$ cat src/rtl/mod_seq_checker_sat_counter.sv
// Increment-enable counter that sticks at all-ones; synchronous active-high reset.
module sat_counter #(
  parameter int unsigned Width = 8
) (
  input  logic             clk,
  input  logic             reset,
  input  logic             inc,
  output logic [Width-1:0] count
);

  always_ff @(posedge clk) begin
    if (reset) begin
      count <= '0;
    end else if (inc && (count != '1)) begin
      count <= count + Width'(1);
    end
  end

endmodule

$ cat config.mk
export PLATFORM = sky130hd
export DESIGN_NAME = sat_counter
export DESIGN_NICKNAME = d
export VERILOG_FILES = /design/src/rtl/mod_seq_checker_sat_counter.sv
export SDC_FILE = /design/constraint.sdc
export NUM_CORES = 1
export LEC_CHECK = 0
export CORE_AREA = 3 3 40 42
export DETAILED_ROUTE_END_ITERATION = 8
export DIE_AREA = 0 0 43 45
export GPL_TIMING_DRIVEN = 1
export MAX_ROUTING_LAYER = met4
export SYNTH_ARGS = -nofsm -noshare
export SYNTH_HDL_FRONTEND = slang
export SYNTH_SLANG_ARGS = --single-unit
$ cat constraint.sdc
create_clock -name clk -period 1.5 [get_ports clk]
set_input_delay 0.225 -clock clk [delete_from_list [all_inputs] [get_ports clk]]
set_output_delay 0.225 -clock clk [all_outputs]
set_load 0.005 [all_outputs]
==> reports/qor.yml, run 1 <==
worstPathMaxFanout: 5
largest_register: "count"
wl_per_cell_um: 12.1
rsz0062_at_grt: "no"
status: "completed"
gp_congestion: 0.738
track_usage_pct: 11.8
crit_chain: "buf_4, clkdlybuf4s50_1"
num_rows: 13
wl_met2_um: 408
tightest_slew_ns: 0.210
cts_buffers: 3
min_path_type: "reg -> reg"
synth_cell_types: 25
drc: 0
ant_nets: 0
io_buffer_count: 10
max_cap_viol_count: 0
vias: 414
antenna_found_initial: 0
required_ns: 1.27
cts_post_setup_buffers_inserted: 0
switching_share_pct: 23.7
crit_type: "reg -> out"
core_area_um2: 1280
setup_viol: 0
fin_util_pct: 47.5
dp_slack_ns: -0.0141
hold_viol_final: 0
pwr-share-comb_pct: 12.3
synth_top_family_by_area: "compound AO/OA/AOI/OAI gates"
grt_pass1_wl_mm: 1.61
cts_tree: "done"
synth_xor_area_share_pct: 0
cts.hold.buffers_added: 0
netlist_area_um2: 430
drv_slew: 0
p_sw_mw: 0.107
htree_levels: 1
synth_cells: 46
nNetsFinal: 70
n_antenna_cell: 0
fmax_mhz: 700
clkPwrFrac_pct: 38.5
final_common_cell: "clkdlybuf4s50_1"
drive_above_1_share_pct: 28.1
synth-adder-area-share_pct: 2.91
seq_area_frac_synth_pct: 37.2
hold_start: "count[3]$_SDFFE_PP0P_"
stdcell_area_um2: 611
highest_layer: "met4"
via_per_inst: 5.24
ir_drop_mv: 0.351
overflow: 0
synth-seq-cells: 8
cts_root_buf: "clkbuf_4"
io_pins: 11
wl_met1_um: 461
leakage_nw: 0.234
syn-num-nets: 50
cts.clk_slew.worst_paths_ns: 0.06
finalCritPeriodShare_pct: 95.3
start_util_pct: 33.5
area_delta_synth_final_pct: 41.9
grt_pass1_vias: 359
critical_path_arrival_ns: 1.20
largest_register_ffs: 8
r2r-start: "count[0]$_SDFFE_PP0P_"
reg_top3: "count: 8 flops"
drt_wl_total_um: 953
p_int_mw: 0.344
clk_latency_ns: 0.26
grt_start_max_net_pins: 9
clock-sinks: 8
maxSlewHeadroom_pct: 85.9
crit_start: "count[0]$_SDFFE_PP0P_"
wl_met3_um: 71
cpPeakStageDelay_ns: 0.49
cts_buffer_depth: 2
die-width_um: 43
clock_skew_ns: 0.000869
slowest_stage: "clkdlybuf4s50_1"
syn_area_per_cell_um2: 9.36
most-common-layout-cells: "10 x clkdlybuf4s50_1, 6 x buf_4, 5 x a21oi_1, 5 x nand2_1"
fillers: 121
power_density_nw_per_um2: 739
post-route-worst-setup-slack_ns: 0.0708
dpl_cell_area_um2: 583
synth_compound_area_share_pct: 25.9
synthSimpleGateAreaFrac_pct: 24.7
die_h_um: 45
p_seq_share_pct: 49.2
synth_warnings: 0
startpoint_type: "flip-flop"
fp.dieArea_um2: 1940
hpwlAfterDp_um: 718
muxShareOfSynthArea_pct: 5.81
dr.pass1.iters: 3
drt_iter0_drc: 4
period_needed_ns: 1.43
crit_path_end_kind: "output port"
-- routing by layer --
layer / vias to the layer above / track usage, %
met1: 185 / 14.5
li1: 215 / -
met4: 0 / 5.42
met2: 12 / 16.2
met3: 2 / 5.98
met5: - / -
-- power groups by stage --
stage / registers (mW) / logic, mW / clock network [mW]
finish: 0.222 / 0.0554 / 0.174
floorplan: 0.229 / 0.0187 / 0
global placement: 0.226 / 0.0559 / 0
CTS: 0.222 / 0.0559 / 0.181
global route: 0.223 / 0.0604 / 0.192
detailed placement: 0.226 / 0.0551 / 0
-- area by class of cell --
type	count	area [um2]	area share, %
clock buffer	3	22.5	3.69
tap	15	18.8	3.07
timing repair buffer	16	145	23.8
inverter	1	3.75	0.615
sequential	8	165	27.0
multi-input combinational	36	255	41.8
-- cell families (layout without fill, tap and decap cells) --
family | after synthesis | count (layout)
adder cells (fa/ha/maj) | 1 | 1
flip-flops | 8 | 8
buffers and inverters | 2 | 20
AND/OR/NAND/NOR | 18 | 18
multiplexers | 2 | 2
AO/OA/AOI/OAI | 15 | 15
-- Yosys cell counts --
cell      count  area share [%]
a211oi_1      2             3.5
a21boi_0      1             1.7
a21boi_4      1             4.4
a21oi_1       5             5.8
a311oi_1      1             2.0
a31oi_1       1             1.5
and2b_2       1             2.0
and3_4        1             2.6
and4_1        2             4.1
buf_6         1             2.6
dfxtp_1       8              37
ha_1          1             2.9
inv_1         1            0.87
mux2_4        1             3.5
mux2i_1       1             2.3
nand2_1       5             4.4
nand2b_1      1             1.5
nand3_1       2             2.3
nand4_1       2             2.9
nor2_1        1            0.87
nor3_1        2             2.3
o21ai_1       1             1.2
o21bai_1      2             3.5
o311a_1       1             2.3
or3_2         1             1.7
-- path summary, 6_finish.rpt --
kind                                 to  slack (ns)  cells after the start
setup / recovery               count[0]        0.07                      2
hold / removal    count[3]$_SDFFE_PP0P_        0.50                      2
setup reg to reg  count[0]$_SDFFE_PP0P_        0.17                      4
hold reg to reg   count[3]$_SDFFE_PP0P_        0.50                      2
-- per-stage QoR --
stage                     hold WS (ns)  setup TNS (ns)  total power [mW]  instances
after floorplan                  0.297               0             0.248         46
final                            0.504               0             0.451         79
after detailed placement         0.525         -0.0141             0.281         76
after global placement           0.510               0             0.282         76
after global routing             0.553               0             0.475         79
after CTS                        0.530               0             0.458         79
-- what timing repair did --
action	4_1_cts	5_1_grt
setup endpoints to repair	0	4
resized for setup	0	4
hold endpoints to repair	0	0
-- critical path: cells and delay by family, from the launching register on --
family	cells	cell delay (ns)
buffers and inverters	2	0.61
flip-flops	1	0.33
Power figures use the tool's default switching activity.
==> inputs of run 2 (changes only) <==
==> constraint.sdc (replaced) <==
create_clock -name clk -period 1.5 [get_ports clk]
set_input_delay 0.15 -clock clk [delete_from_list [all_inputs] [get_ports clk]]
set_output_delay 0.15 -clock clk [all_outputs]
set_load 0.005 [all_outputs]
==> run 2 against run 1 <==
Wire length up 7.9%. Critical endpoint is now count[7]. Clock-buffer cell count stayed put. Non-clock buffer count up 1. Design area rose by 0.41%. Highest routed layer unchanged. Setup slack gained 0.0043 ns. Global-route usage is 0.52 points higher. Cell count rose by 1.3%.
==> reports/qor.yml, run 2 (synthesis gave the netlist of run 1 again) <==
crit_buf_inv: 1
pwr-share-comb_pct: 12.4
slowest_stage: "clkdlybuf4s50_1"
wl_per_cell_um: 12.9
placedCellCount: 77
stdcell_count: 80
crit_chain: "clkdlybuf4s50_1"
startpoint_type: "flip-flop"
htree_levels: 1
worst_r2r_path_depth: 4
fp.dieArea_um2: 1940
r2r_end: "count[0]$_SDFFE_PP0P_"
fillers: 134
reg_top3: "count: 8 flops"
crit_type: "reg -> out"
io_pins: 11
crit_start: "count[7]$_SDFFE_PP0P_"
die-width_um: 43
min_path_cells: 1
max_cap_viol_count: 0
multi_input_comb_area_um2: 255
largest_register_ffs: 8
crit_family: "buffers and inverters"
cts-resized-gates: 0
cts_buffer_depth: 2
ir_drop_mv: 0.354
rsz0062_at_grt: "no"
min_path_type: "reg -> reg"
start_util_pct: 33.5
p_int_mw: 0.343
cts_tree: "done"
fin_util_pct: 47.7
required_ns: 1.35
cts.hold.buffers_added: 0
finalCritPeriodShare_pct: 95.0
gp_congestion: 0.766
area_delta_synth_final_pct: 42.4
final_common_cell: "clkdlybuf4s50_1"
worstPathMaxFanout: 7
power_density_nw_per_um2: 730
drt_iter0_drc: 9
drive_above_1_share_pct: 23.1
crit_path_end_kind: "output port"
die_h_um: 45
cts_post_setup_buffers_inserted: 0
io_buffer_count: 10
num_rows: 13
core_area_um2: 1280
fmax_mhz: 702
setup_viol: 0
dr.pass1.iters: 4
tightest_slew_ns: 0.264
rrSetupSlack_ns: 0.18
hold_viol_final: 0
cts_buffers: 3
grt_pass1_vias: 379
critical_path_arrival_ns: 1.27
most-common-layout-cells: "10 x clkdlybuf4s50_1, 8 x dfxtp_1, 7 x buf_4, 5 x a21oi_1, 5 x nand2_1"
via_per_inst: 5.51
antenna_found_initial: 0
setup_tns_ns: 0
track_usage_pct: 12.4
status: "completed"
nNetsFinal: 71
ant_nets: 0
grt_start_max_net_pins: 9
stdcell_area_um2: 613
r2r-start: "count[0]$_SDFFE_PP0P_"
clock_skew_ns: 0.00128
vias: 441
n_antenna_cell: 0
hold_start: "count[5]$_SDFFE_PP0P_"
drc: 0
clkPwrFrac_pct: 38.2
seqCellArea_um2: 160
clk_latency_ns: 0.26
cpPeakStageDelay_ns: 0.55
drt_wl_total_mm: 1.03
p_sw_mw: 0.104
drv_slew: 0
largest_register: "count"
overflow: 0
leakage_nw: 0.237
dpl_cell_area_um2: 591
switching_share_pct: 23.3
grt_pass1_wl_mm: 1.68
maxSlewHeadroom_pct: 82.4
cts.clk_slew.worst_paths_ns: 0.06
whs_endpoint: "count[5]$_SDFFE_PP0P_"
period_needed_ns: 1.42
cts_root_buf: "clkbuf_4"
hpwlAfterDp_um: 771
p_seq_share_pct: 49.4
clock-sinks: 8
==> run 2: cell count changes in the layout (fill, tap and decap cells not counted) <==
| cell | before | now |
|---|---|---|
| buf_4 | 6 | 7 |
| dfxtp_1 | 4 | 8 |
| dfxtp_2 | 4 | 0 |
==> run 2: worst max-delay path by stage <==
stage,to,slack (ns),cells past startpoint
after detailed placement,count[3]$_SDFFE_PP0P_,0.07,4
after CTS,count[7],0.08,1
after global routing,count[7],0.04,1
final,count[7],0.08,1
after floorplan,count[0]$_SDFFE_PP0P_,0.13,4
after global placement,count[3]$_SDFFE_PP0P_,0.09,4
==> run 2: layer usage <==
layer / routed length, um / global-route usage (%) / up-vias
met1: 491 / 15.5 / 200
met3: 70 / 4.78 / 6
met2: 443 / 16.8 / 19
li1: - / - / 216
met5: 0 / - / -
met4: 23 / 7.23 / 0
==> run 2: layout make-up <==
cell class	instances	area share, %
Sequential cell	8	26.1
Clock buffer	3	3.67
Timing Repair Buffer	17	24.9
Inverter	1	0.612
Multi-Input combinational cell	36	41.6
Tap cell	15	3.06
==> run 2: metrics by stage <==
step / worst slack [ns] / total power [mW] / hold WS [ns]
floorplan: 0.134 / 0.248 / 0.222
finish: 0.0751 / 0.448 / 0.524
global placement: 0.0900 / 0.282 / 0.511
CTS: 0.0752 / 0.455 / 0.524
detailed placement: 0.0660 / 0.281 / 0.516
global route: 0.0362 / 0.478 / 0.546
==> run 2: power groups by stage <==
stage	clock, mW	combinational [mW]	sequential, mW
CTS	0.178	0.0558	0.221
finish	0.171	0.0554	0.221
global route	0.196	0.0600	0.222
detailed placement	0	0.0550	0.226
floorplan	0	0.0187	0.229
global placement	0	0.0555	0.226
